[config.mk]
export PLATFORM = sky130hd
export DESIGN_NAME = uart_rx_fifo
export DESIGN_NICKNAME = d
export VERILOG_FILES = /design/src/rtl/uart_rx_fifo.sv
export SDC_FILE = /design/constraint.sdc
export NUM_CORES = 1
export LEC_CHECK = 0
export ABC_AREA = 1
export CAP_MARGIN = 0
export CORE_ASPECT_RATIO = 0.5
export CORE_MARGIN = 10
export CORE_UTILIZATION = 48
export DETAILED_ROUTE_END_ITERATION = 16
export HOLD_SLACK_MARGIN = 0.03
export PLACE_DENSITY = 0.66
export SETUP_SLACK_MARGIN = 0.02
export SLEW_MARGIN = 20
export SYNTH_ARGS = -nofsm -noshare
export SYNTH_HDL_FRONTEND = slang
export SYNTH_SLANG_ARGS = --single-unit
[constraint.sdc]
create_clock -name clk -period 7.1 [get_ports clk]
set_clock_uncertainty 0.2 [all_clocks]
set_input_delay 1.065 -clock clk [delete_from_list [all_inputs] [get_ports clk]]
set_output_delay 1.065 -clock clk [all_outputs]
set_load 0.01 [all_outputs]
[src/rtl/uart_rx_fifo.sv]
// Receive-side byte buffer behind the UART receiver: FWFT FIFO with error flags,
// RTS hysteresis, trigger-level and character-timeout interrupts, sticky overrun.
module uart_rx_fifo #(
    parameter int DEPTH         = 16,
    parameter int RTS_HI        = 12,
    parameter int RTS_LO        = 8,
    parameter int TIMEOUT_TICKS = 64
) (
    input  logic                       clk,
    input  logic                       reset,
    input  logic                       tick_i,
    input  logic                       flush_i,
    input  logic                       wr_valid_i,
    input  logic [7:0]                 wr_data_i,
    input  logic                       wr_parity_err_i,
    input  logic                       wr_stop_err_i,
    input  logic                       rd_en_i,
    output logic [7:0]                 rd_data_o,
    output logic                       rd_parity_err_o,
    output logic                       rd_stop_err_o,
    output logic [$clog2(DEPTH+1)-1:0] count_o,
    output logic                       empty_o,
    output logic                       full_o,
    input  logic [1:0]                 trig_level_i,
    output logic                       level_irq_o,
    output logic                       timeout_o,
    output logic                       overrun_o,
    input  logic                       overrun_clr_i,
    output logic                       rts_no
);

    localparam int AW = $clog2(DEPTH);
    localparam int CW = $clog2(DEPTH + 1);
    localparam int TW = $clog2(TIMEOUT_TICKS + 1);

    logic [9:0]    mem_q [DEPTH];
    logic [AW-1:0] wr_ptr_q, wr_ptr_d;
    logic [AW-1:0] rd_ptr_q, rd_ptr_d;
    logic [CW-1:0] count_q, count_d;
    logic [TW-1:0] tmo_q, tmo_d;
    logic          ovr_q, ovr_d;
    logic          rts_q, rts_d;
    logic          irq_q, irq_d;
    logic          empty, full, push, pop;
    logic [CW-1:0] lvl;
    logic [9:0]    head;

    assign empty = (count_q == '0);
    assign full  = (count_q == CW'(DEPTH));

    // A pop on a full FIFO frees the slot the simultaneous push needs.
    assign push = wr_valid_i & (~full | rd_en_i) & ~flush_i;
    assign pop  = rd_en_i & ~empty & ~flush_i;

    always_comb begin
        lvl = CW'(1);
        unique case (trig_level_i)
            2'b00: lvl = CW'(1);
            2'b01: lvl = CW'(4);
            2'b10: lvl = CW'(8);
            2'b11: lvl = CW'(DEPTH - 2);
        endcase
    end

    always_comb begin
        wr_ptr_d = wr_ptr_q;
        rd_ptr_d = rd_ptr_q;
        count_d  = count_q;
        if (flush_i) begin
            wr_ptr_d = '0;
            rd_ptr_d = '0;
            count_d  = '0;
        end else begin
            if (push) wr_ptr_d = wr_ptr_q + AW'(1);
            if (pop)  rd_ptr_d = rd_ptr_q + AW'(1);
            count_d = count_q + CW'(push) - CW'(pop);
        end
    end

    always_comb begin
        ovr_d = ovr_q;
        if (wr_valid_i & full & ~rd_en_i) begin
            ovr_d = 1'b1;
        end else if (overrun_clr_i) begin
            ovr_d = 1'b0;
        end
    end

    always_comb begin
        rts_d = rts_q;
        if (count_d >= CW'(RTS_HI)) begin
            rts_d = 1'b1;
        end else if (count_d <= CW'(RTS_LO)) begin
            rts_d = 1'b0;
        end
        irq_d = (count_d >= lvl);
    end

    always_comb begin
        tmo_d = tmo_q;
        if (flush_i | push | pop | empty) begin
            tmo_d = '0;
        end else if (tick_i && tmo_q != TW'(TIMEOUT_TICKS)) begin
            tmo_d = tmo_q + TW'(1);
        end
    end

    always_ff @(posedge clk or posedge reset) begin
        if (reset) begin
            wr_ptr_q <= '0;
            rd_ptr_q <= '0;
            count_q  <= '0;
            tmo_q    <= '0;
            ovr_q    <= 1'b0;
            rts_q    <= 1'b0;
            irq_q    <= 1'b0;
        end else begin
            wr_ptr_q <= wr_ptr_d;
            rd_ptr_q <= rd_ptr_d;
            count_q  <= count_d;
            tmo_q    <= tmo_d;
            ovr_q    <= ovr_d;
            rts_q    <= rts_d;
            irq_q    <= irq_d;
        end
    end

    // Storage is deliberately left out of reset.
    always_ff @(posedge clk) begin
        if (push) begin
            mem_q[wr_ptr_q] <= {wr_stop_err_i, wr_parity_err_i, wr_data_i};
        end
    end

    assign head            = empty ? 10'd0 : mem_q[rd_ptr_q];
    assign rd_data_o       = head[7:0];
    assign rd_parity_err_o = head[8];
    assign rd_stop_err_o   = head[9];
    assign count_o         = count_q;
    assign empty_o         = empty;
    assign full_o          = full;
    assign level_irq_o     = irq_q;
    assign timeout_o       = (tmo_q == TW'(TIMEOUT_TICKS)) & ~empty;
    assign overrun_o       = ovr_q;
    assign rts_no          = rts_q;

endmodule

* Word-level counts from Yosys, hierarchy flattened
Memory sizes are Yosys's and may differ from the RTL's.
Cells that the tools add are included.
** Operators by class
- $add $sub $neg :: 5
- Multiplexer cells :: 15
- Magnitude comparators :: 3
- Bitwise gates (word level) :: 15
- Equality and inequality tests :: 6
- Reductions and logical operators :: 8
** Operators by type and width (count)
- $pmux W5 S4 :: 1
- $mux W4 :: 4
- $mux W7 :: 2
- $mux W10 :: 1
- $reduce_bool A2 Y1 :: 5
- $add A4 B1 Y4 const B :: 2
- $add A7 B1 Y7 const B :: 1
- $and A1 B1 Y1 :: 7
- $eq A7 B7 Y1 const B :: 1
- $ne A7 B7 Y1 const B :: 1
- $mux W1 :: 6
- $add A5 B1 Y5 :: 1
- $eq A5 B5 Y1 const B :: 1
- $ge A5 B4 Y1 const B :: 1
- $ge A5 B5 Y1 :: 1
- $le A5 B4 Y1 const B :: 1
- $logic_not A5 Y1 :: 1
- $mux W5 :: 1
- $sub A5 B1 Y5 :: 1
- $eq A2 B2 Y1 const B :: 2
- $not A1 Y1 :: 4
- $or A1 B1 Y1 :: 4
- $eq A2 B1 Y1 const B :: 1
- $logic_not A2 Y1 :: 1
- $logic_and A1 B1 Y1 :: 1
** Word-level totals
- Memories kept :: 1
- Output and inout bits :: 21
- Input port bits :: 19
- RAM bits :: 160
- Flip-flop bits (word level) :: 23
- Logic and storage cells :: 60
** Memories
- mem_q :: words 16, width 10, read ports 1, clocked after memory_dff 0, wr ports 1, RTL line 36 : logic [9:0] mem_q [DEPTH];

* Longest topological paths before layout
Gate-level depths: netlist of run 1.
- Depth in word-level cells :: 11
- Depth in mapped cells :: 21
- Gate-level depth less buffers :: 21

* Worst setup path before layout of run 1
Ideal clock, no wire load.
- Kind :: input-to-reg
- From :: input rd_en_i
- To :: register irq_q, in the netlist level_irq_o
- Data required time :: 6.772 ns
- Path slack :: 3.608 ns
- Arrival :: 3.165 ns
- Setup time :: 0.128 ns
- Cell stages on the path :: 18
- Buffers on the path :: 0
- Path through :: inv_1 nand2_1 nand2_1 inv_2 nand2_2 ha_1 inv_1 ha_1 inv_1 fa_1 inv_1 nand2_1 nand3_1 inv_1 ha_1 a21boi_0 o21ai_0 nand3b_1
** Between the ends
- Word-level cells in the longest chain between the ends :: 7
- Elaborated cells between the ends (all ways) :: 9
- Classes of those cells :: add/sub: 2; order compare: 1; mux: 1; bitwise: 5
** RTL lines
- start, declared :: RTL line 17 : input logic rd_en_i,
- $or A1 B1 Y1 :: RTL line 52 : assign push = wr_valid_i & (~full | rd_en_i) & ~flush_i;
- $and A1 B1 Y1 (2 in a row) :: RTL line 52
- $add A5 B1 Y5 :: RTL line 76 : count_d = count_q + CW'(push) - CW'(pop);
- $sub A5 B1 Y5 (*) :: RTL line 76
- $mux W5 (*) :: RTL line 69 : if (flush_i) begin
- named net count_d[2] :: RTL line 39 : logic [CW-1:0] count_q, count_d;
- $ge A5 B5 Y1 (*) :: RTL line 96 : irq_d = (count_d >= lvl);
- named net irq_d :: RTL line 43 : logic irq_q, irq_d;
- end signal, assigned :: RTL line 124 : irq_q <= irq_d;
- end, declared :: RTL line 43
The timed path passes the listed nets; every way through them passes the cells marked *.
A chain may end at the register's enable or synchronous reset.

* Worst setup path in the final report of run 1
- From :: register rd_ptr_q[2]
- To :: output rd_data_o[2]
** Between the ends
- Word-level cells in the longest chain between the ends :: 2
** RTL lines
- start, declared :: RTL line 38 : logic [AW-1:0] rd_ptr_q, rd_ptr_d;
- start signal, assigned :: RTL line 119 : rd_ptr_q <= rd_ptr_d;
- $mem_v2 Z16 W10
- $mux W10 :: RTL line 135 : assign head = empty ? 10'd0 : mem_q[rd_ptr_q];
- end, declared :: RTL line 18 : output logic [7:0] rd_data_o,
Every way passes these cells.

==> out/results.tsv, run 1 <==
metric	value	unit
synthesized area per cell	10.8	um^2
DIE WIDTH	203	um
Reg2Reg Launch Point	count_o[2]	
drt via density	5.34	
hold_sp	overrun_o	
Synth Register Bits	183	
routed vias	5402	
fmax	0.221	GHz
outcome	complete, no violations	
Leakage Power	3.47	nW
row count	33	
H-Tree Level Count	4	
antenna-violating nets left	0	
GRT Total Usage	0.161	
Syn Nets	775	
VDD IR-drop max	0.192	mV
Area after DPL	8560	um^2
hold_buf cts	0	
Hold Path Class	flip-flop to flip-flop	
Cell Pwr Density	324	nW/um^2
Antenna diodes	0	
WHS Endpoint	overrun_o	
pin count of the biggest net entering global routing	84	
crit-path max cell delay	0.87	ns
DR pass1 iterations	5	
final WL	18100	um
most frequent cells in the layout	nand2_1, edfxtp_1, nand3_1	
post-synthesis cell type count	29	
core box area	16400	um^2
max-cap viol count	0	
die height	111	um
Multi-input gate area	2260	um^2
Initial Util	0.489	
Crit Path Class	flip-flop to output pin	
post_cts resized	0	
vias in the first global route	5139	
wire per inst	17.9	um
DRC viols	0	
cell area after synthesis	8000	um^2
share of cells above drive strength 1	0.0828	
nets@finish	809	
min Tclk post-route	4.52	ns
Final Hold Viols	0	
maximum buffer depth of the clock tree	2	
I/O pin count	40	
Critical Path Sink Type	output pin	
grt ovf	0	
insertion delay to the later sink of the worst-skew pair	0.43	ns
YS warnings	0	
dpl hpwl	10800	um
RSZ-0062 raised after global routing	no	
post-route cell area	9130	um^2
Synth-to-Final Area Change	14.1	%
setup TNS	0	ns
reg2reg path depth	21	
crit share post-route	0.636	
Storage cell area	5380	um^2
r2r setup slk	3.51	ns
CP max-delay cell	inv_1	
initial antenna violation count	0	
Hold Crit Depth	2	
crit path cell chain	inv_1 > nand3_1 > nand2_1 > nand2_1 > a21oi_1 > clkdlybuf4s50_1	
DIE AREA	22500	um^2
r2r endpoint	level_irq_o	
routability cong.	0.805	
WP data arrival	3.25	ns
CP Launch Type	flip-flop	
Initial DRC Count	448	
Synth Instances	738	
PortBufs	39	
Slew Viols, Final	0	
crit-path max FO	23	
most used cell, CP	nand2_1	
Placed Cells	980	
slew margin rel.	0.266	
first-pass GRT wire length	28400	um
fill cell count	1400	
CTS tree	done	
Setup-failing EPs final	0	
Slew @ Worst Pin	1.10	ns
Final Total Pwr	0.00296	W
Worst-path clk slew	0.07	ns
origin of the worst setup path	rd_ptr_q[2]	
Clock Sinks	183	
non-filler cells, final	1012	
CTS root buf	clkbuf_16	
Post-CTS Repair Setup Buffers	0	
Inserted Clock Buffers	17	
most common cell after layout, fill and taps aside	nand2_1	
register area share after synthesis	0.673	
Req. time, crit path	5.83	ns
-- cell families (layout without fill, tap and decap cells) --
family,Yosys count,after routing,synth area share
AND/OR/NAND/NOR,429,429,0.228
XOR/XNOR,7,7,0.00767
buffers and inverters,80,127,0.0485
flip-flops,183,183,0.673
adder cells (fa/ha/maj),18,18,0.0291
AO/OA/AOI/OAI,21,21,0.0135
-- synth_stat cells (all sizes together) --
library cell    n  area [um^2]
fa              1         20.0
or2             1         6.26
clkbuf         10         37.5
nor2           31          116
o21ai          10         50.0
a21oi          10         50.1
a21boi          1         7.51
buf            25          179
nand3b          1         7.51
dfrtp          23          576
xnor2           2         17.5
nand3         134          671
nor3           10         55.1
ha             17          213
edfxtp        160         4800
nand4           6         43.8
inv            45          171
nand2         246          926
xor2            5         43.8
-- worst max-delay path, delay by kind of cell, from the launching register on --
family,cells,cell delay (ns)
buffers and inverters,2,1.49
flip-flops,1,0.72
AND/OR/NAND/NOR,3,0.37
AO/OA/AOI/OAI,1,0.23
-- worst max-delay path by stage --
stage / cells past startpoint / endpoint
global placement: 19 / level_irq_o
finish: 6 / rd_data_o[2]
floorplan: 18 / level_irq_o
CTS: 6 / rd_data_o[2]
global route: 6 / rd_data_o[2]
detailed placement: 17 / level_irq_o
-- report_power, final --
part           switching [W]  leakage [nW]  internal, W
Clock               0.000437         0.269     0.000462
Sequential         0.0000262          1.75      0.00121
Combinational       0.000524          1.45     0.000302
-- through the flow --
| stage | setup slack (ns) | hold slack [ns] | utilization |
|---|---|---|---|
| floorplan | 3.61 | 0.325 | - |
| global placement | 2.87 | 0.320 | 0.523 |
| detailed placement | 2.81 | 0.329 | 0.524 |
| CTS | 2.57 | 0.347 | 0.558 |
| global route | 2.42 | 0.377 | 0.558 |
| finish | 2.58 | 0.334 | 0.558 |
-- state kept, by name, indices dropped and copies added (netlist names) --
register	count
rd_ptr_q	4
overrun_o	1
rts_no	1
wr_ptr_q	4
mem_q	160
tmo_q	7
level_irq_o	1
count_o	5
-- routing by layer --
metal	vias to the layer above	wire, um	track usage	part of all wire
met5	-	0	0	0
met1	2621	7940	0.212	0.44
met4	0	222	0.0529	0.012
met2	174	8690	0.256	0.48
met3	20	1260	0.0394	0.070
li1	2587	-	-	-
-- area by class of cell --
class | instances | area share
Sequential cell | 183 | 0.590
Timing Repair Buffer | 50 | 0.0518
Clock inverter | 15 | 0.0147
Multi-Input combinational cell | 475 | 0.247
Inverter | 45 | 0.0188
Tap cell | 227 | 0.0311
Clock buffer | 17 | 0.0466
No activity file was read; power rests on OpenSTA's default activity.
==> inputs of run 2 (changes only) <==
--- a/config.mk
+++ b/config.mk
@@ -12,7 +12,7 @@
 export CORE_UTILIZATION = 48
 export DETAILED_ROUTE_END_ITERATION = 16
 export HOLD_SLACK_MARGIN = 0.03
-export PLACE_DENSITY = 0.66
+export PLACE_DENSITY = 0.68
 export SETUP_SLACK_MARGIN = 0.02
 export SLEW_MARGIN = 20
 export SYNTH_ARGS = -nofsm -noshare
==> constraint.sdc (replaced) <==
create_clock -name clk -period 3.97 [get_ports clk]
set_clock_uncertainty 0.2 [all_clocks]
set_input_delay 0.5955 -clock clk [delete_from_list [all_inputs] [get_ports clk]]
set_output_delay 0.5955 -clock clk [all_outputs]
set_load 0.01 [all_outputs]
==> out/results.tsv, run 2 (same netlist as run 1, synthesis figures left out) <==
metric	value	unit	change
outcome	complete, no violations		
Hold Path Class	flip-flop to flip-flop		
max-cap viol count	0		unchanged
DR pass1 iterations	6		+1
CP max-delay cell	clkdlybuf4s50_1		
Post-CTS Repair Setup Buffers	0		unchanged
Req. time, crit path	3.17	ns	-2.66 ns
Hold Crit Depth	2		unchanged
fill cell count	1387		-0.93%
DRC viols	0		unchanged
r2r setup slk	0.45	ns	-3.06 ns
Initial Util	0.489		unchanged
reg2reg path depth	21		unchanged
H-Tree Level Count	4		unchanged
Cell Pwr Density	578	nW/um^2	+78%
Final Hold Viols	0		unchanged
RSZ-0062 raised after global routing	no		
Critical Path Sink Type	output pin		
CP bufs+invs	3		+1
Worst-path clk slew	0.07	ns	about the same
WP data arrival	2.73	ns	-0.52 ns
antenna-violating nets left	0		unchanged
nets@finish	825		+2.0%
max FFs per register	160		unchanged
most common cell after layout, fill and taps aside	nand2_1		
DIE AREA	22500	um^2	unchanged
Inserted Clock Buffers	17		unchanged
vias in the first global route	5372		+4.5%
Setup-failing EPs final	0		unchanged
non-filler cells, final	1028		+1.6%
largest reg by FF count	mem_q		
grt ovf	0		unchanged
most frequent cells in the layout	nand2_1, edfxtp_1, nand3_1		
pin count of the biggest net entering global routing	82		-2.4%
VDD IR-drop max	0.320	mV	+67%
PortBufs	39		unchanged
Synth-to-Final Area Change	15.6	%	
WHS Endpoint	overrun_o		
Leakage Power	3.55	nW	+2.3%
routability cong.	0.808		+0.40%
Antenna diodes	0		unchanged
crit-path max cell delay	0.61	ns	-0.26 ns
final WL	17800	um	-1.6%
Initial DRC Count	441		-1.6%
min Tclk post-route	3.52	ns	
share of cells above drive strength 1	0.0936		+0.0108
DIE WIDTH	203	um	unchanged
slew margin rel.	0.398		+0.131
row count	33		unchanged
initial antenna violation count	0		unchanged
Slew @ Worst Pin	0.903	ns	-0.194 ns
most used cell, CP	nand2_1		
Slew Viols, Final	0		unchanged
core box area	16400	um^2	unchanged
first-pass GRT wire length	28600	um	+0.65%
routed vias	5404		+0.037%
Clock Sinks	183		unchanged
drt via density	5.26		-1.5%
CTS root buf	clkbuf_16		
hold_buf cts	0		unchanged
dpl hpwl	11100	um	+2.3%
fmax	0.284	GHz	
die height	111	um	unchanged
GRT Total Usage	0.161		about the same
CP Launch Type	flip-flop		
Crit Path Class	flip-flop to output pin		
Reg2Reg Launch Point	count_o[2]		
insertion delay to the later sink of the worst-skew pair	0.43	ns	about the same
maximum buffer depth of the clock tree	2		unchanged
crit-path max FO	24		+4.3%
I/O pin count	40		unchanged
wire per inst	17.3	um	-3.1%
CTS tree	done		
Placed Cells	996		+1.6%
r2r endpoint	level_irq_o		
setup TNS	0	ns	unchanged
hold_sp	overrun_o		
crit share post-route	0.887		
post_cts resized	0		unchanged
crit path cell chain	inv_4 > buf_4 > nand2_1 > nand3_1 > nand3_1 > nand2_1 > nand2_1 > a21oi_1 > clkdlybuf4s50_1		
final hold slack	0.337	ns	+0.00272 ns
Top delay family on crit path	buffers and inverters		
## run 2: worst reg2reg max path: cells and delay by family, from the launching register on
kind                     cells  cell delay (ns)
AND/OR/NAND/NOR              8             0.87
adder cells (fa/ha/maj)      5             1.22
AO/OA/AOI/OAI                2             0.29
flip-flops                   1             0.40
buffers and inverters        6             0.41
## run 2: per-stage QoR
stage / utilization / worst slack, ns / area [um^2] / total power, W
after global routing: 0.565 / 0.110 / 9250 / 0.00561
after detailed placement: 0.531 / 0.147 / 8680 / 0.00377
final: 0.565 / 0.447 / 9250 / 0.00534
after CTS: 0.565 / 0.416 / 9250 / 0.00536
after floorplan: - / 0.645 / 8000 / 0.00322
after global placement: 0.531 / 0.328 / 8680 / 0.00374
## run 2: cell type report
type                            count  area (um^2)  area share
Multi-Input combinational cell    475         2230       0.241
Inverter                           45          171      0.0185
Clock inverter                     15          138      0.0149
Clock buffer                       17          425      0.0460
Tap cell                          227          284      0.0307
Timing Repair Buffer               66          618      0.0669
Sequential cell                   183         5380       0.582
## run 2: power breakdown
part	total, W	internal (W)	leakage [nW]	switching [W]
clock	0.00161	0.000827	0.272	0.000783
sequential	0.00220	0.00216	1.75	0.0000474
combinational	0.00153	0.000576	1.53	0.000950
total	0.00534	0.00356	3.55	0.00178
## run 2: per-layer routing
layer | GRT usage | wire length (um) | up-vias
met4 | 0.0519 | 248 | 0
met5 | 0 | 0 | -
met2 | 0.260 | 8490 | 174
met1 | 0.209 | 7860 | 2595
met3 | 0.0397 | 1230 | 24
li1 | - | - | 2611
## run 2: how the worst max path moves through the flow
| stage | from | end | slack [ns] | depth (start not counted) |
|---|---|---|---|---|
| finish | rd_ptr_q[0] | rd_data_o[5] | 0.45 | 9 |
| global route | count_o[3] | level_irq_o | 0.11 | 19 |
| CTS | rd_ptr_q[0] | rd_data_o[5] | 0.42 | 9 |
| detailed placement | rd_en_i | level_irq_o | 0.15 | 19 |
| global placement | rd_en_i | level_irq_o | 0.33 | 17 |
| floorplan | count_o[3] | level_irq_o | 0.65 | 21 |
